`src/rtl/inst_fetch_queue.sv`:
```
// Instruction fetch/prefetch queue: sequential word reads into a small FIFO,
// presented to the decoder on a valid/take handshake. Optional FETCH_STATS_EN adds counters.
module inst_fetch_queue #(
  parameter int          DEPTH    = 4,
  parameter int          AW       = 16,
  parameter int          DW       = 16,
  parameter int unsigned RESET_PC = 0
) (
  input  logic                   clock,
  input  logic                   resetn,
  output logic                   mem_rd,
  output logic [AW-1:0]          mem_addr,
  input  logic [DW-1:0]          mem_rdata,
  input  logic                   flush,
  input  logic [AW-1:0]          flush_target,
  input  logic                   halt,
  output logic [DW-1:0]          ifd,
  output logic [AW-1:0]          ifd_pc,
  output logic                   ifd_valid,
  input  logic                   ifd_take,
  output logic [$clog2(DEPTH):0] q_count
`ifdef FETCH_STATS_EN
  ,
  output logic [15:0]            stat_fetches,
  output logic [15:0]            stat_flushes
`endif
);

  localparam int PW = $clog2(DEPTH);
  localparam int CW = PW + 1;
  localparam logic [CW-1:0] DEPTH_C = CW'(DEPTH);

  typedef enum logic [1:0] {S_BOOT, S_RUN, S_HOLD} state_t;

  state_t        state, next_state;
  logic [AW-1:0] pc;
  logic [AW-1:0] infl_pc;
  logic          inflight;
  logic [PW-1:0] head, tail;
  logic [CW-1:0] count;
  logic [DW-1:0] data_mem [DEPTH];
  logic [AW-1:0] pc_mem   [DEPTH];

  logic issue, push, pop;

  // NOTE: sequential state uses non-blocking '<=' so every register samples pre-edge values.
  always_ff @(posedge clock or negedge resetn) begin
    if (!resetn) state <= S_BOOT;
    else         state <= next_state;
  end

  // NOTE: combinational blocks assign a default first so no latch is inferred.
  always_comb begin
    next_state = state;
    if (flush) begin
      next_state = halt ? S_HOLD : S_RUN;
    end else begin
      case (state)
        S_BOOT, S_RUN: next_state = halt ? S_HOLD : S_RUN;
        S_HOLD:        next_state = halt ? S_HOLD : S_RUN;
        default:       next_state = S_BOOT;
      endcase
    end
  end

  // Counting the in-flight read as reserved guarantees every return has a free slot.
  always_comb begin
    issue     = (state == S_RUN) && !flush && ((count + CW'(inflight)) < DEPTH_C);
    push      = inflight && !flush;
    pop       = ifd_take && (count != '0) && !flush;
    mem_rd    = issue;
    mem_addr  = issue ? pc : '0;
    ifd_valid = (count != '0);
    ifd       = ifd_valid ? data_mem[head] : '0;
    ifd_pc    = ifd_valid ? pc_mem[head] : '0;
    q_count   = count;
  end

  always_ff @(posedge clock or negedge resetn) begin
    if (!resetn) begin
      pc       <= AW'(RESET_PC);
      infl_pc  <= '0;
      inflight <= 1'b0;
      head     <= '0;
      tail     <= '0;
      count    <= '0;
    end else if (flush) begin
      pc       <= flush_target;
      inflight <= 1'b0;
      head     <= '0;
      tail     <= '0;
      count    <= '0;
    end else begin
      inflight <= issue;
      if (issue) begin
        infl_pc <= pc;
        pc      <= pc + AW'(1);
      end
      if (push) tail <= tail + PW'(1);
      if (pop)  head <= head + PW'(1);
      case ({push, pop})
        2'b10:   count <= count + CW'(1);
        2'b01:   count <= count - CW'(1);
        default: count <= count;
      endcase
    end
  end

  // NOTE: entry storage has no reset; outputs are gated by ifd_valid so stale entries never leak.
  always_ff @(posedge clock) begin
    if (push) begin
      data_mem[tail] <= mem_rdata;
      pc_mem[tail]   <= infl_pc;
    end
  end

`ifdef FETCH_STATS_EN
  always_ff @(posedge clock or negedge resetn) begin
    if (!resetn) begin
      stat_fetches <= '0;
      stat_flushes <= '0;
    end else begin
      if (push && (stat_fetches != 16'hFFFF)) stat_fetches <= stat_fetches + 16'd1;
      if (flush && (stat_flushes != 16'hFFFF)) stat_flushes <= stat_flushes + 16'd1;
    end
  end
`endif

endmodule

```
`config.mk`:
```
export PLATFORM = sky130hd
export DESIGN_NAME = inst_fetch_queue
export DESIGN_NICKNAME = d
export VERILOG_FILES = /design/src/rtl/inst_fetch_queue.sv
export SDC_FILE = /design/constraint.sdc
export NUM_CORES = 1
export LEC_CHECK = 0
export CORE_ASPECT_RATIO = 1.5
export CORE_MARGIN = 5
export CORE_UTILIZATION = 55
export DETAILED_ROUTE_END_ITERATION = 8
export GPL_TIMING_DRIVEN = 0
export PLACE_DENSITY_LB_ADDON = 0.15
export SLEW_MARGIN = 30
export SYNTH_ARGS = -nofsm -noshare
export SYNTH_HDL_FRONTEND = slang
export SYNTH_SLANG_ARGS = --single-unit
```
`constraint.sdc`:
```
create_clock -name clock -period 2.2 [get_ports clock]
set_input_delay 0.22 -clock clock [delete_from_list [all_inputs] [get_ports clock]]
set_output_delay 0.22 -clock clock [all_outputs]
set_load 0.1 [all_outputs]
```
==> results.sh, run 1 <==
export IMPL_outcome="complete, but fails checks"
export IMPL_violations="negative setup slack"
export IMPL_grt_pass1_vias=4552
export IMPL_routed_wl_um=15700
export IMPL_dp_slack_ns=-1.16
export IMPL_num_io_pins=90
export IMPL_num_fill_cells=704
export IMPL_synth_flop_cell="edfxtp_1"
export IMPL_die_height_um=149
export IMPL_met2_length_um=8770
export IMPL_synthArstFlopShare_pct=24.7
export IMPL_clock_sinks=170
export IMPL_via_per_inst=5.72
export IMPL_arrival_ns=2.01
export IMPL_wire_per_inst_um=21.6
export IMPL_crit_type="reg -> out"
export IMPL_antenna_diode_count=0
export IMPL_setup_violations=14
export IMPL_fin_ws_ns=-0.0261
export IMPL_cp_end_kind="output pin"
export IMPL_comb_power_share_pct=49.2
export IMPL_syn_nets=467
export IMPL_yosys_warnings=0
export IMPL_hold_class="in -> async"
export IMPL_gr_usage_all_layers_pct=21.5
export IMPL_clk_pin_slew_worst_paths_ns=0.06
export IMPL_core_um2=12500
export IMPL_gr_total_overflow=0
export IMPL_cts_root_buf="clkbuf_16"
export IMPL_grt_max_degree=29
export IMPL_seq_area_um2=4910
export IMPL_grt_pass1_wl_um=24400
export IMPL_ys_seq_area_share_pct=69.4
export IMPL_drt_iter0_drc=204
export IMPL_cp_data_required_time_ns=1.98
export IMPL_dp_hpwl_um=9790
export IMPL_std_cell_rows=50
export IMPL_syn_area_per_cell_um2=16.6
export IMPL_htree_levels=4
export IMPL_synth_edf_count=128
export IMPL_met1_length_um=5890
export IMPL_p_switching_uw=5320
export IMPL_maxCapViolCount=0
export IMPL_wl_met3_um=591
export IMPL_antenna_found_initial=0
export IMPL_die_w_um=102
export IMPL_start_kind="register"
export IMPL_relSlewSlack_pct=36.3
export IMPL_skew_ns=0.00623
export IMPL_power_leakage_uw=0.00365
export IMPL_cp_max_fo=8
export IMPL_clockBufferDepth=2
export IMPL_synthCells=424
export IMPL_multi_input_area_um2=2180
export IMPL_p_int_uw=8130
export IMPL_ys_types=55
export IMPL_numCtsBuffers=17
export IMPL_hold_violations=0
export IMPL_fin_crit_sh_pct=101
export IMPL_fmax_mhz=449
export IMPL_design_power_total_uw=13400
export IMPL_power_share_clock_pct=20.7
export IMPL_num_vias=4152
export IMPL_clk_latency_ns=0.42
export IMPL_drc=0
export IMPL_worstMarginPinSlew_ns=0.960
export IMPL_p_seq_share_pct=30.1
export IMPL_start_util_pct=56.4
export IMPL_period_needed_ns=2.23
export IMPL_place_congestion=0.871
export IMPL_nets=601
export IMPL_power_density_nw_per_um2=1370
export IMPL_fin_setup_tns_ns=-0.172
export IMPL_rsz0062_at_grt="yes"
export IMPL_first_pass_iters=4
export IMPL_area_delta_synth_final_pct=38.9
export IMPL_swShare_pct=39.6
export IMPL_die_area_um2=15200
export IMPL_ir_worst_vdd_uv=904
export IMPL_ant_nets=0
export IMPL_ys_seq_elements=170
export IMPL_syn_area_um2=7050
export IMPL_cts_tree="done"
export IMPL_highest_layer="met4"
export IMPL_slew_violations=0
export IMPL_final_layout_size_suffix_gt1_share_pct=39.8
export IMPL_port_buffers=89
Yosys cell counts (5+ instances only):
library cell | n | share of area [%]
edfxtp_1 | 128 | 54
and2_1 | 47 | 4.2
dfrtp_1 | 42 | 15
mux4_2 | 32 | 10
nor2_1 | 17 | 0.90
a21o_1 | 16 | 1.7
clkbuf_1 | 13 | 0.69
nand2_1 | 13 | 0.69
inv_1 | 10 | 0.53
nand3_1 | 8 | 0.57
o21ai_0 | 7 | 0.50
buf_2 | 6 | 0.43
nand4_1 | 6 | 0.53
a31oi_1 | 5 | 0.44
ha_1 | 5 | 0.89
nor3_1 | 5 | 0.35
xnor2_1 | 5 | 0.62
routing by layer:
metal,global-route usage [%],vias to the layer above
li1,-,1907
met1,25.6,2113
met2,37.8,109
met4,8.54,0
met3,4.18,23
met5,0,-
area by class of cell:
class,count,share of cell area (%)
flip-flops and latches,170,50.1
clock inverters,14,1.28
plain buffers,18,2.18
inverters,11,0.447
well taps,156,1.99
repair buffers,118,17.4
multi-input cells,222,22.3
clock buffers,17,4.34
worst max-delay path: stages, from the launching register on:
cell	delay, ns
dfrtp_4	0.52
or3_4	0.52
clkbuf_16	0.20
and2_4	0.17
buf_12	0.16
cells in the final DEF, fill, tap and decap left out, types with 6 or more instances in the layout:
master,Yosys,routed
a21o_1,16,16
and2_4,0,40
buf_12,0,48
buf_4,0,21
clkbuf_16,0,22
clkbuf_4,0,6
clkdlybuf4s50_1,0,35
dfrtp_1,42,37
edfxtp_1,128,128
inv_1,10,10
mux4_2,32,32
nand2_1,13,13
nand3_1,8,8
nand4_1,6,6
nor2_1,17,12
o21ai_0,7,7
power groups by stage:
| stage | sequential, uW | clock [uW] | combinational (uW) |
|---|---|---|---|
| 2_1_floorplan | 4150 | 0 | 3690 |
| 3_3_place_gp | 4070 | 0 | 4810 |
| 3_5_place_dp | 4090 | 0 | 4870 |
| 4_1_cts | 4030 | 2830 | 6010 |
| 5_1_grt | 4080 | 2980 | 6840 |
| 6_report | 4050 | 2790 | 6610 |
flip-flops by register name, indices dropped and copies added, names as in the netlist:
| signal | flops |
|---|---|
| data_mem | 64 |
| head | 2 |
| infl_pc | 16 |
| inflight | 1 |
| pc | 16 |
| pc_mem | 64 |
| q_count | 3 |
| state | 2 |
| tail | 2 |
cell families (layout without fill, tap and decap cells):
family / after synthesis / count (layout) / synth area share, %
mux: 37 / 37 / 10.9
simple gates: 117 / 117 / 9.56
buf+inv: 32 / 178 / 1.95
fa+ha+maj: 6 / 6 / 1.17
compound gates: 53 / 53 / 5.85
flops: 170 / 170 / 69.4
xor+xnor: 9 / 9 / 1.12
through the flow:
stage	hold WS [ns]	std cells	instance area (um^2)	utilization [%]
global placement	0.489	669	8250	66.0
detailed placement	0.168	674	8380	67.0
CTS	0.251	718	9530	76.1
global route	0.299	726	9800	78.3
finish	0.259	726	9800	78.3
floorplan	-0.0756	424	7170	-
worst paths after layout:
check	depth (start not counted)	end	from	slack [ns]
worst max-delay path	4	ifd_pc[6]	q_count[0]	-0.03
worst max register to register	7	q_count[2]	q_count[2]	0.15
worst min register to register	0	pc_mem[1][5]	infl_pc[5]	0.53
worst min-delay path	2	state[0]	resetn	0.26
max in group asynchronous	3	q_count[2]	resetn	1.43
min in group clock	2	state[0]	halt	0.35
timing repair:
action	4_1_cts	5_1_grt
gates cloned	1	5
pin swaps	16	10
setup endpoints to repair	54	44
hold endpoints to repair	14	0
hold buffers	1	0
gates resized for setup	466	39
setup buffers	14	3
Note: power is estimated with default switching activity, not from simulation.
==> inputs of run 2 (changes only) <==
Settings changed: CORE_MARGIN 5 to not set.
==> run 2 against run 1 <==
Against the previous run:
- the flow still finishes with violations (negative setup slack)
- die area fell by 13%
- worst setup slack improved by 0.0094 ns
- hold slack lost 0.012 ns
- non-clock buffer count fell by 1
- first-iteration DRC count grew 5.9%
- clock skew increased by 0.0036 ns
- largest cell class unchanged
- largest power group unchanged
- highest routed layer unchanged
==> results.sh, run 2 (synthesis results as in run 1) <==
export IMPL_outcome="complete, but fails checks"
export IMPL_violations="negative setup slack"
export IMPL_first_pass_iters=4
export IMPL_nets=600
export IMPL_p_int_uw=8220
export IMPL_routed_wl_um=15800
export IMPL_setup_violations=13
export IMPL_die_w_um=94.5
export IMPL_p_seq_share_pct=30.1
export IMPL_dp_slack_ns=-1.17
export IMPL_hold_violations=0
export IMPL_hold_class="in -> async"
export IMPL_fmax_mhz=451
export IMPL_clockBufferDepth=2
export IMPL_period_needed_ns=2.22
export IMPL_die_area_um2=13300
export IMPL_swShare_pct=38.7
export IMPL_port_buffers=89
export IMPL_fin_crit_sh_pct=101
export IMPL_via_per_inst=5.85
export IMPL_maxCapViolCount=0
export IMPL_cts_root_buf="clkbuf_16"
export IMPL_crit_path_top_delay_cell="dfrtp_4"
export IMPL_relSlewSlack_pct=35.1
export IMPL_final_common_cell="edfxtp_1"
export IMPL_ir_worst_vdd_uv=741
export IMPL_num_fill_cells=702
export IMPL_slowest_delay_ns=0.52
export IMPL_start_util_pct=56.4
export IMPL_place_congestion=0.927
export IMPL_power_leakage_uw=0.00366
export IMPL_antenna_found_initial=0
export IMPL_final_layout_size_suffix_gt1_share_pct=39.0
export IMPL_num_vias=4244
export IMPL_grt_pass1_wl_um=23900
export IMPL_power_share_clock_pct=23.0
export IMPL_clk_pin_slew_worst_paths_ns=0.06
export IMPL_slew_violations=0
export IMPL_p_switching_uw=5190
export IMPL_clock_sinks=170
export IMPL_postLayoutCellArea_um2=9750
export IMPL_postLayoutCoreUtil_pct=77.9
export IMPL_crit_type="reg -> out"
export IMPL_htree_levels=4
export IMPL_numCtsBuffers=17
export IMPL_std_cell_rows=50
export IMPL_most_common_layout_cells="128 x edfxtp_1, 43 x buf_12, 39 x dfrtp_1"
export IMPL_gr_usage_all_layers_pct=25.0
export IMPL_start_kind="register"
export IMPL_seq_area_um2=4910
export IMPL_cp_end_kind="output pin"
export IMPL_grt_pass1_vias=4504
export IMPL_power_density_nw_per_um2=1380
export IMPL_multi_input_area_um2=2180
export IMPL_drc=0
export IMPL_reg_largest_list="data_mem: 64 flops, pc_mem: 64 flops"
export IMPL_grt_max_degree=29
export IMPL_wire_per_inst_um=21.8
export IMPL_comb_power_share_pct=46.9
export IMPL_dpl_cell_area_um2=8380
export IMPL_cp_data_required_time_ns=1.98
export IMPL_antenna_diode_count=0
export IMPL_crit_chain="and4_4 > o21ai_4 > inv_4 > buf_8 > and2_4 > buf_12"
export IMPL_cp_max_fo=10
export IMPL_drt_iter0_drc=216
export IMPL_clk_latency_ns=0.42
export IMPL_dp_hpwl_um=9720
export IMPL_arrival_ns=2.00
export IMPL_area_delta_synth_final_pct=38.2
export IMPL_skew_ns=0.00984
export IMPL_cts_tree="done"
export IMPL_gr_total_overflow=0
export IMPL_fin_ws_ns=-0.0168
export IMPL_ant_nets=0
export IMPL_core_um2=12500
export IMPL_worstMarginPinSlew_ns=0.977
export IMPL_rsz0062_at_grt="yes"
export IMPL_die_height_um=141
export IMPL_num_io_pins=90
## run 2: worst max-delay path, delay by kind of cell (launching register included)
kind / cells / cell delay (ns)
buf+inv: 3 / 0.41
flops: 1 / 0.52
compound gates: 1 / 0.26
simple gates: 2 / 0.38
## run 2: stage by stage
| stage | instances | power, uW | hold WS, ns | setup TNS (ns) |
|---|---|---|---|---|
| 2_1_floorplan | 424 | 7850 | -0.0756 | 0 |
| 4_1_cts | 720 | 13000 | 0.245 | -0.566 |
| 6_report | 725 | 13400 | 0.247 | -0.126 |
| 3_5_place_dp | 674 | 8960 | 0.150 | -42.10 |
| 5_1_grt | 725 | 13800 | 0.277 | -1.22 |
| 3_3_place_gp | 669 | 8860 | 0.491 | -129.98 |
## run 2: power by group through the flow
| stage | logic, uW | registers (uW) | clock network (uW) |
|---|---|---|---|
| final | 6290 | 4040 | 3080 |
| after global placement | 4790 | 4070 | 0 |
| after global routing | 6500 | 4070 | 3230 |
| after detailed placement | 4850 | 4110 | 0 |
| after CTS | 5870 | 4030 | 3120 |
| after floorplan | 3690 | 4150 | 0 |
## run 2: area by class of cell
class,count,area share [%]
inverter,11,0.449
timing repair buffer,117,16.6
clock buffer,20,4.48
tap,156,2.00
clock inverter,11,1.77
sequential,170,50.3
multi-input combinational,222,22.4
buffer,18,2.07
## run 2: worst paths after layout
check | startpoint | endpoint | slack (ns) | cells after the start
hold reg to reg | infl_pc[13] | pc_mem[3][13] | 0.53 | 0
setup / recovery | q_count[2] | mem_addr[9] | -0.02 | 6
max in group asynchronous | resetn | q_count[0] | 1.46 | 3
min in group clock | halt | state[0] | 0.35 | 2
setup reg to reg | q_count[2] | q_count[2] | 0.10 | 7
hold / removal | resetn | pc[4] | 0.25 | 2
## run 2: what timing repair did
action,CTS,global route
gates resized for setup,434,58
gates cloned,2,0
hold buffers,1,0
endpoints found under the hold margin,14,0
buffers inserted,15,6
endpoints found under the setup margin,55,44
pin swaps,16,6
## run 2: per-layer routing
layer  global-route usage [%]  vias up  part of all wire (%)
li1                         -     1903                     -
met1                     26.9     2167                    36
met2                     46.3      141                    57
met3                     4.91       33                   4.2
met4                     11.1        0                   3.0
met5                        0        -                     0
==> inputs of run 3 (changes only) <==
Settings changed: CORE_UTILIZATION 55 to 50.
Clock period 2.2 ns to 2 ns, I/O delays scaled along.
==> run 3 against run 2 <==
Against the previous run:
- the flow still finishes with violations (negative setup slack)
- via count rose by 0.99%
- critical path depth unchanged
- wire length is 1.2% higher
- critical path type unchanged
- largest cell class unchanged
==> results.sh, run 3 (synthesis results as in run 1) <==
export IMPL_clock_sinks=170
export IMPL_routed_wl_um=16000
export IMPL_drt_iter0_drc=212
export IMPL_p_int_uw=9560
export IMPL_power_leakage_uw=0.00379
export IMPL_cts_tree="done"
export IMPL_num_io_pins=90
export IMPL_r2r_setup_slack_ns=-0.10
export IMPL_die_area_um2=14600
export IMPL_p_seq_share_pct=28.8
export IMPL_area_delta_synth_final_pct=44.3
export IMPL_port_buffers=89
export IMPL_swShare_pct=38.3
export IMPL_cp_max_fo=8
export IMPL_met1_length_um=5890
export IMPL_crit_type="reg -> out"
export IMPL_grt_pass1_vias=4423
export IMPL_multi_input_area_um2=2260
export IMPL_met2_length_um=9040
export IMPL_violations="negative setup slack"
export IMPL_num_vias=4286
export IMPL_fmax_mhz=451
export IMPL_power_share_clock_pct=22.4
export IMPL_fin_ws_ns=-0.218
export IMPL_antenna_diode_count=0
export IMPL_cts_root_buf="clkbuf_16"
export IMPL_period_needed_ns=2.22
export IMPL_dpl_cell_area_um2=8400
export IMPL_dp_hpwl_um=9280
export IMPL_slew_violations=0
export IMPL_gr_usage_all_layers_pct=22.0
export IMPL_num_fill_cells=756
export IMPL_design_power_total_uw=15500
export IMPL_comb_power_share_pct=48.8
export IMPL_die_height_um=147
export IMPL_htree_levels=4
export IMPL_worstMarginPinSlew_ns=0.570
export IMPL_grt_pass1_wl_um=23700
export IMPL_rsz0062_at_grt="yes"
export IMPL_grt_max_degree=43
export IMPL_r2r_start="q_count[0]"
export IMPL_cp_data_required_time_ns=1.80
export IMPL_antenna_found_initial=0
export IMPL_clockBufferDepth=2
export IMPL_ant_nets=0
export IMPL_nets=612
export IMPL_via_per_inst=5.77
export IMPL_cp_end_kind="output pin"
export IMPL_relSlewSlack_pct=62.0
export IMPL_drc=0
export IMPL_wire_per_inst_um=21.5
export IMPL_clk_pin_slew_worst_paths_ns=0.07
export IMPL_start_kind="register"
export IMPL_seq_area_um2=4910
export IMPL_numCtsBuffers=17
export IMPL_final_common_cell="edfxtp_1"
export IMPL_reg_largest_list="data_mem: 64 flops, pc_mem: 64 flops"
export IMPL_most_common_layout_cells="128 x edfxtp_1, 59 x buf_12, 47 x and2_4"
export IMPL_worstRegToRegCells=7
export IMPL_start_util_pct=51.9
export IMPL_core_um2=13600
export IMPL_setup_violations=50
export IMPL_hold_violations=0
export IMPL_hold_class="in -> async"
export IMPL_clk_latency_ns=0.42
export IMPL_place_congestion=0.903
export IMPL_fin_crit_sh_pct=111
export IMPL_postLayoutCellArea_um2=10200
export IMPL_dp_slack_ns=-1.33
export IMPL_power_density_nw_per_um2=1520
export IMPL_final_layout_size_suffix_gt1_share_pct=42.7
export IMPL_timing_rr_end="q_count[2]"
export IMPL_wl_met3_um=742
export IMPL_outcome="complete, but fails checks"
export IMPL_die_w_um=99.0
export IMPL_std_cell_rows=52
export IMPL_p_switching_uw=5930
export IMPL_skew_ns=0.0123
export IMPL_gr_total_overflow=0
export IMPL_highest_layer="met4"
export IMPL_maxCapViolCount=0
export IMPL_arrival_ns=2.02
export IMPL_ir_worst_vdd_uv=895
export IMPL_first_pass_iters=5
-- run 3: changes by cell type in the layout (fill, tap and decap cells not counted), moves of 3 or more --
cell	before	now
buf_16	5	1
buf_12	43	59
and2_1	4	0
clkdlybuf4s15_2	0	3
clkbuf_16	17	24
and2_4	38	47
and2_2	5	0
buf_8	8	3
-- run 3: worst max path at each step --
stage,start,endpoint,depth (start not counted)
after global placement,flush,mem_addr[5],7
after CTS,q_count[2],mem_addr[2],6
after floorplan,q_count[1],mem_addr[10],5
final,q_count[0],mem_addr[2],6
after detailed placement,flush,mem_addr[5],7
after global routing,q_count[0],mem_addr[2],6
-- run 3: timing repair --
action	CTS	global route
hold endpoints to repair	42	0
gates resized for setup	485	43
hold buffers	1	0
setup buffers	21	6
setup endpoints to repair	55	59
pin swaps	11	10
gates cloned	2	5
-- run 3: worst max-delay path, cell delays in order, from the launching register on --
cell and delay [ns]:
dfrtp_4 0.54, and4_4 0.20, o21ai_4 0.18, inv_4 0.07
bufbuf_16 0.27, and2_4 0.17, buf_12 0.16
-- run 3: cell type report --
type	count	area share, %
Inverter	11	0.430
Sequential cell	170	48.2
Clock buffer	18	4.22
Timing Repair Buffer	128	18.6
Tap cell	162	1.99
Multi-Input combinational cell	222	22.2
Buffer	19	2.42
Clock inverter	13	1.91
-- run 3: layer usage --
layer	up-vias	GRT usage (%)
li1	1940	-
met1	2187	25.6
met2	140	39.8
met3	19	4.30
met4	0	8.66
met5	-	0
-- run 3: stage by stage --
| stage | TNS (ns) | instances | util [%] | hold slack, ns |
|---|---|---|---|---|
| 4_1_cts | -7.38 | 732 | 72.3 | 0.313 |
| 3_3_place_gp | -179.32 | 675 | 61.2 | 0.491 |
| 3_5_place_dp | -56.97 | 679 | 61.8 | 0.235 |
| 6_report | -7.94 | 743 | 74.9 | 0.296 |
| 2_1_floorplan | -2.38 | 424 | - | -0.0956 |
| 5_1_grt | -9.98 | 743 | 74.9 | 0.332 |
-- run 3: power groups by stage --
stage          Sequential (uW)  Combinational (uW)  Clock [uW]
2_1_floorplan             4580                4290           0
3_3_place_gp              4490                5500           0
3_5_place_dp              4520                5540           0
4_1_cts                   4430                6830        3510
5_1_grt                   4490                7800        3670
6_report                  4460                7560        3470
